$ cat src/rtl/cpu6502_pkg.sv
// ---------------------------------------------------------------------------
// cpu6502_pkg
// Shared constants for the cpu6502 core.
//   int_type_e  : tag carried alongside the instruction register that says
//                 whether the current opcode is a real fetch or an injected
//                 BRK, and if injected, which sequence it serves.
//   OPCODE_BRK  : opcode forced into the IR for reset/NMI/IRQ sequences.
// ---------------------------------------------------------------------------
package cpu6502_pkg;

   typedef enum logic [1:0] {
      INT_NONE  = 2'd0,
      INT_RESET = 2'd1,
      INT_NMI   = 2'd2,
      INT_IRQ   = 2'd3
   } int_type_e;

   localparam logic [7:0] OPCODE_BRK = 8'h00;

endpackage

$ cat src/rtl/predecode_ir_sync2.sv
// ---------------------------------------------------------------------------
// predecode_ir_sync2
// Two-flop synchroniser for an asynchronous, active-low CPU input pin.
// Clocked on the falling edge, like the rest of the CPU. It only advances on
// enabled cycles. Reset drives both flops to 1, which is the idle pin level.
//   i_clk      : CPU clock (falling edge active)
//   i_reset_n  : asynchronous active-low reset, sets the chain to 1
//   i_clk_en   : clock enable; the chain holds when low
//   i_d        : raw asynchronous pin
//   o_q        : synchronised pin (second flop)
// ---------------------------------------------------------------------------
module predecode_ir_sync2 (
   input  logic i_clk,
   input  logic i_reset_n,
   input  logic i_clk_en,
   input  logic i_d,
   output logic o_q
);

   logic [1:0] chain_q;

   // Shift the pin through two flops; bit 0 is the metastability catcher.
   always_ff @(negedge i_clk or negedge i_reset_n) begin
      if (!i_reset_n) begin
         chain_q <= 2'b11;
      end else if (i_clk_en) begin
         chain_q <= {chain_q[0], i_d};
      end
   end

   assign o_q = chain_q[1];

endmodule

$ cat src/rtl/predecode_ir.sv
// ---------------------------------------------------------------------------
// predecode_ir
// Instruction register and interrupt injector for the cpu6502 core.
// On an enabled sync cycle it latches the fetched opcode, or forces BRK when a
// reset, NMI or IRQ sequence has to run. It tags the instruction with the
// interrupt type so the decoder sees one stable opcode and tag per instruction.
//   i_clk            : CPU clock, state updates on the falling edge
//   i_reset_n        : asynchronous active-low reset
//   i_clk_en         : clock enable; all state holds when low
//   i_sync           : opcode fetch cycle from the TCU
//   i_data[7:0]      : data bus (opcode during sync)
//   i_nmi_n          : NMI pin, falling-edge triggered
//   i_irq_n          : IRQ pin, level, active-low
//   i_irq_mask       : processor I flag; 1 masks IRQ
//   o_ir[7:0]        : current instruction opcode
//   o_int_type[1:0]  : NONE / RESET / NMI / IRQ tag of the current instruction
//   o_pc_inc_inhibit : PC must not advance past the fetched byte
//   o_nmi_pending    : NMI edge seen but not yet injected
//   o_irq_request    : synchronised IRQ asserted and unmasked
// ---------------------------------------------------------------------------
module predecode_ir
   import cpu6502_pkg::*;
(
   input  logic       i_clk,
   input  logic       i_reset_n,
   input  logic       i_clk_en,
   input  logic       i_sync,
   input  logic [7:0] i_data,
   input  logic       i_nmi_n,
   input  logic       i_irq_n,
   input  logic       i_irq_mask,
   output logic [7:0] o_ir,
   output logic [1:0] o_int_type,
   output logic       o_pc_inc_inhibit,
   output logic       o_nmi_pending,
   output logic       o_irq_request
);

   logic      nmiS2;
   logic      irqS2;
   logic      nmiPrev_q;
   logic      nmiEdge;
   logic      irqRequest;

   logic [7:0] ir_q,            ir_d;
   int_type_e  intType_q,       intType_d;
   logic       resetPending_q,  resetPending_d;
   logic       nmiPending_q,    nmiPending_d;

   predecode_ir_sync2 u_nmiSync (
      .i_clk     (i_clk),
      .i_reset_n (i_reset_n),
      .i_clk_en  (i_clk_en),
      .i_d       (i_nmi_n),
      .o_q       (nmiS2)
   );

   predecode_ir_sync2 u_irqSync (
      .i_clk     (i_clk),
      .i_reset_n (i_reset_n),
      .i_clk_en  (i_clk_en),
      .i_d       (i_irq_n),
      .o_q       (irqS2)
   );

   // A falling NMI is the synchronised level being low while the level one
   // enabled cycle earlier was high. IRQ is level-sensitive and not latched.
   assign nmiEdge    = !nmiS2 && nmiPrev_q;
   assign irqRequest = !irqS2 && !i_irq_mask;

   // Next-state for the IR, its tag and the pending flags. A new NMI edge
   // arriving on the same cycle that injects the previous NMI keeps the flag
   // set, so the second NMI is taken at the following sync.
   always_comb begin
      ir_d           = ir_q;
      intType_d      = intType_q;
      resetPending_d = resetPending_q;
      nmiPending_d   = nmiPending_q || nmiEdge;

      if (i_sync) begin
         resetPending_d = 1'b0;
         if (resetPending_q) begin
            ir_d      = OPCODE_BRK;
            intType_d = INT_RESET;
         end else if (nmiPending_q) begin
            ir_d         = OPCODE_BRK;
            intType_d    = INT_NMI;
            nmiPending_d = nmiEdge;
         end else if (irqRequest) begin
            ir_d      = OPCODE_BRK;
            intType_d = INT_IRQ;
         end else begin
            ir_d      = i_data;
            intType_d = INT_NONE;
         end
      end
   end

   // State registers. Reset puts the core into the reset sequence and drops
   // any pending NMI; a low clock enable freezes everything.
   always_ff @(negedge i_clk or negedge i_reset_n) begin
      if (!i_reset_n) begin
         ir_q           <= OPCODE_BRK;
         intType_q      <= INT_RESET;
         resetPending_q <= 1'b1;
         nmiPending_q   <= 1'b0;
         nmiPrev_q      <= 1'b1;
      end else if (i_clk_en) begin
         ir_q           <= ir_d;
         intType_q      <= intType_d;
         resetPending_q <= resetPending_d;
         nmiPending_q   <= nmiPending_d;
         nmiPrev_q      <= nmiS2;
      end
   end

   assign o_ir             = ir_q;
   assign o_int_type       = intType_q;
   assign o_pc_inc_inhibit = (intType_q != INT_NONE);
   assign o_nmi_pending    = nmiPending_q;
   assign o_irq_request    = irqRequest;

endmodule

$ cat config.mk
export PLATFORM = sky130hd
export DESIGN_NAME = predecode_ir
export DESIGN_NICKNAME = d
export VERILOG_FILES = /design/src/rtl/cpu6502_pkg.sv /design/src/rtl/predecode_ir_sync2.sv /design/src/rtl/predecode_ir.sv
export SDC_FILE = /design/constraint.sdc
export NUM_CORES = 1
export LEC_CHECK = 0
export BUFFER_PORTS_ARGS = -buffer_cell sky130_fd_sc_hd__buf_2
export CORE_MARGIN = 4
export CORE_UTILIZATION = 25
export CTS_BUF_LIST = sky130_fd_sc_hd__clkbuf_2
export CTS_CLUSTER_SIZE = 28
export DETAILED_ROUTE_END_ITERATION = 8
export PLACE_DENSITY = 0.53
export SYNTH_ARGS = -nofsm -noshare
export SYNTH_HDL_FRONTEND = slang
export SYNTH_SLANG_ARGS = --single-unit
$ cat constraint.sdc
create_clock -name i_clk -period 1.9 [get_ports i_clk]
set_clock_uncertainty 0.1 [all_clocks]
set_input_delay 0.285 -clock i_clk [delete_from_list [all_inputs] [get_ports i_clk]]
set_output_delay 0.285 -clock i_clk [all_outputs]
set_load 0.02 [all_outputs]
==> impl_metrics.json <==
{
  "status": "finished, violations left",
  "violations": "negative setup slack",
  "syn-num-nets": 62,
  "drv_slew": 0,
  "critical_path_arrival_ps": 2030,
  "die_w_um": 60.4,
  "hold_ws_ps": 361,
  "fin_setup_tns_ps": -4370,
  "cpPeakStageDelay_ps": 530,
  "path_cells": "or2_4 -> buf_6",
  "antenna_found_initial": 0,
  "viasPerCell": 4.49,
  "layout_commonest_cell": "buf_2",
  "portBuffers": 27,
  "grt_max_degree": 18,
  "drt_wl_total_mm": 1.56,
  "drv_cap": 0,
  "r2r_cells": 2,
  "ioPinCount": 28,
  "die_h_um": 60.4,
  "cp.required_ps": 1510,
  "path_max_fanout": 3,
  "clock_path_buffers": 2,
  "rsz0062_at_grt": "yes",
  "start_util_pct": 26.9,
  "critPathKind": "reg -> out",
  "vias": 539,
  "r2r_end": "o_ir[3]$_DFFE_NN0P_",
  "peakVddDrop_uv": 436,
  "fin_cells": 120,
  "drt_iter0_drc": 21,
  "cts_tree": "done",
  "hp-start": "o_ir[6]$_DFFE_NN0P_",
  "power.leakage_nw": 0.501,
  "nNetsFinal": 106,
  "worst_slack_ps": -511,
  "end_kind": "output port",
  "grt_overflow_total": 0,
  "cts-buffers-inserted": 3,
  "synth-seq-cells": 17,
  "grt_first_pass_wirelength_mm": 2.49,
  "min_to": "o_ir[6]$_DFFE_NN0P_",
  "drive_above_1_share_pct": 60.0,
  "clock_tree.root_cell": "clkbuf_2",
  "slew_headroom_pct": 75.5,
  "min_path_cells": 1,
  "final_cell_mix": "15 x buf_2, 12 x buf_6, 10 x dfrtn_1, 9 x buf_4, 8 x a32o_1",
  "antenna_cells": 0,
  "gp_congestion": 0.714,
  "die-area_um2": 3640,
  "yosysUniqueCellTypes": 17,
  "core-area_um2": 2540,
  "cts.sinks": 17,
  "reg2reg_slack_ps": 550,
  "netlist_area_um2": 686,
  "power.total_mw": 1.03,
  "wl_per_cell_um": 13.0,
  "hold_class": "reg -> reg",
  "ctsHtreeMaxLevel": 1,
  "ys_warn_count": 0,
  "dp_hpwl_mm": 1.17,
  "finalHoldViolCount": 0,
  "rows": 18,
  "max_slew.worst_pin.slew_ps": 368,
  "areaGrowthSynthToFinish_pct": 48.7,
  "track_usage_pct": 9.60,
  "critPathLaunch": "o_int_type[0]$_DFFE_NN1P_",
  "synth_seq_area_share_pct": 63.3,
  "start_kind": "flop",
  "first_global_vias": 555,
  "placed_cells": 107,
  "detailedPlace.worstSlack_ps": -259,
  "postRouteAntennaNets": 0,
  "slowest_stage": "dfstp_2",
  "avgSynthCellArea_um2": 14.6,
  "r2r_start": "resetPending_q$_DFFE_NN1P_",
  "clock_latency_ps": 340,
  "clk_pin_slew_ps": 110,
  "drt_first_pass_iters": 4,
  "p_per_area_nw_per_um2": 1010,
  "finalSetupViolations": 13,
  "synthCells": 47,
  "drc": 0
}
routing by layer:
layer / wire length (um) / up-vias / track usage (%)
met1: 584 / 259 / 10.7
met5: 0 / - / 0
met2: 875 / 13 / 16.4
li1: - / 265 / -
met4: 30 / 0 / 7.59
met3: 72 / 2 / 1.28
cell type report:
| type | instances | area [um^2] |
|---|---|---|
| Sequential cell | 17 | 434 |
| Clock buffer | 3 | 15.0 |
| Timing Repair Buffer | 36 | 278 |
| Multi-Input combinational cell | 26 | 225 |
| Tap cell | 30 | 37.5 |
| Fill cell | 258 | 1530 |
| Clock inverter | 8 | 30.0 |
synth_stat cells:
library cell / n / share of area (%)
a21oi_1: 2 / 1.5
inv_1: 1 / 0.55
buf_2: 1 / 0.73
dfrtn_1: 10 / 36
nor2_1: 1 / 0.55
dfstp_2: 7 / 27
nand3b_1: 1 / 1.1
or2_2: 1 / 0.91
buf_6: 2 / 3.3
mux2_2: 5 / 8.2
and2_1: 1 / 0.91
nand2_1: 2 / 1.1
and3b_1: 1 / 1.3
o2bb2ai_1: 2 / 2.6
o21ba_2: 1 / 1.5
or3_1: 1 / 0.91
a32o_1: 8 / 12
worst max path at each step:
stage	endpoint	slack, ps	cells after the start
floorplan	o_ir[6]$_DFFE_NN0P_	-190	4
global placement	o_ir[0]$_DFFE_NN0P_	-250	3
detailed placement	o_ir[0]$_DFFE_NN0P_	-260	3
CTS	o_pc_inc_inhibit	-530	2
global route	o_pc_inc_inhibit	-570	2
finish	o_pc_inc_inhibit	-510	2
power breakdown:
| group | internal [mW] | switching [mW] | total, mW |
|---|---|---|---|
| combinational | 0.189 | 0.151 | 0.340 |
| sequential | 0.439 | 0.0411 | 0.480 |
| clock | 0.0647 | 0.144 | 0.209 |
| total | 0.692 | 0.337 | 1.03 |
flip-flops by register name, summed over array words and instances, names as in the netlist:
name               flops
nmiPrev_q              1
resetPending_q         1
o_nmi_pending          1
o_int_type             2
u_irqSync.chain_q      2
u_nmiSync.chain_q      2
o_ir                   8
metrics by stage:
step / instance area, um^2 / util (%)
floorplan: 694 / -
global placement: 881 / 34.6
detailed placement: 881 / 34.6
CTS: 1000 / 39.5
global route: 1020 / 40.1
finish: 1020 / 40.1
worst max-delay path, delay by kind of cell, from the launching register on:
family,cells,cell delay (ps)
buf+inv,1,100
simple gates,1,110
flops,1,530
timing repair:
action | CTS | global route
pin swaps | 1 | 0
endpoints found under the setup margin | 13 | 13
resized for setup | 24 | 0
gates cloned | 0 | 0
hold buffers | 0 | 0
buffers inserted | 1 | 2
cells by family (layout without fill, tap and decap cells):
group	after synthesis	after routing	synth area share, %
flops	17	17	63.3
compound gates	13	13	17.2
simple gates	8	8	6.75
mux	5	5	8.21
buf+inv	4	47	4.56
Power figures use the tool's default switching activity.
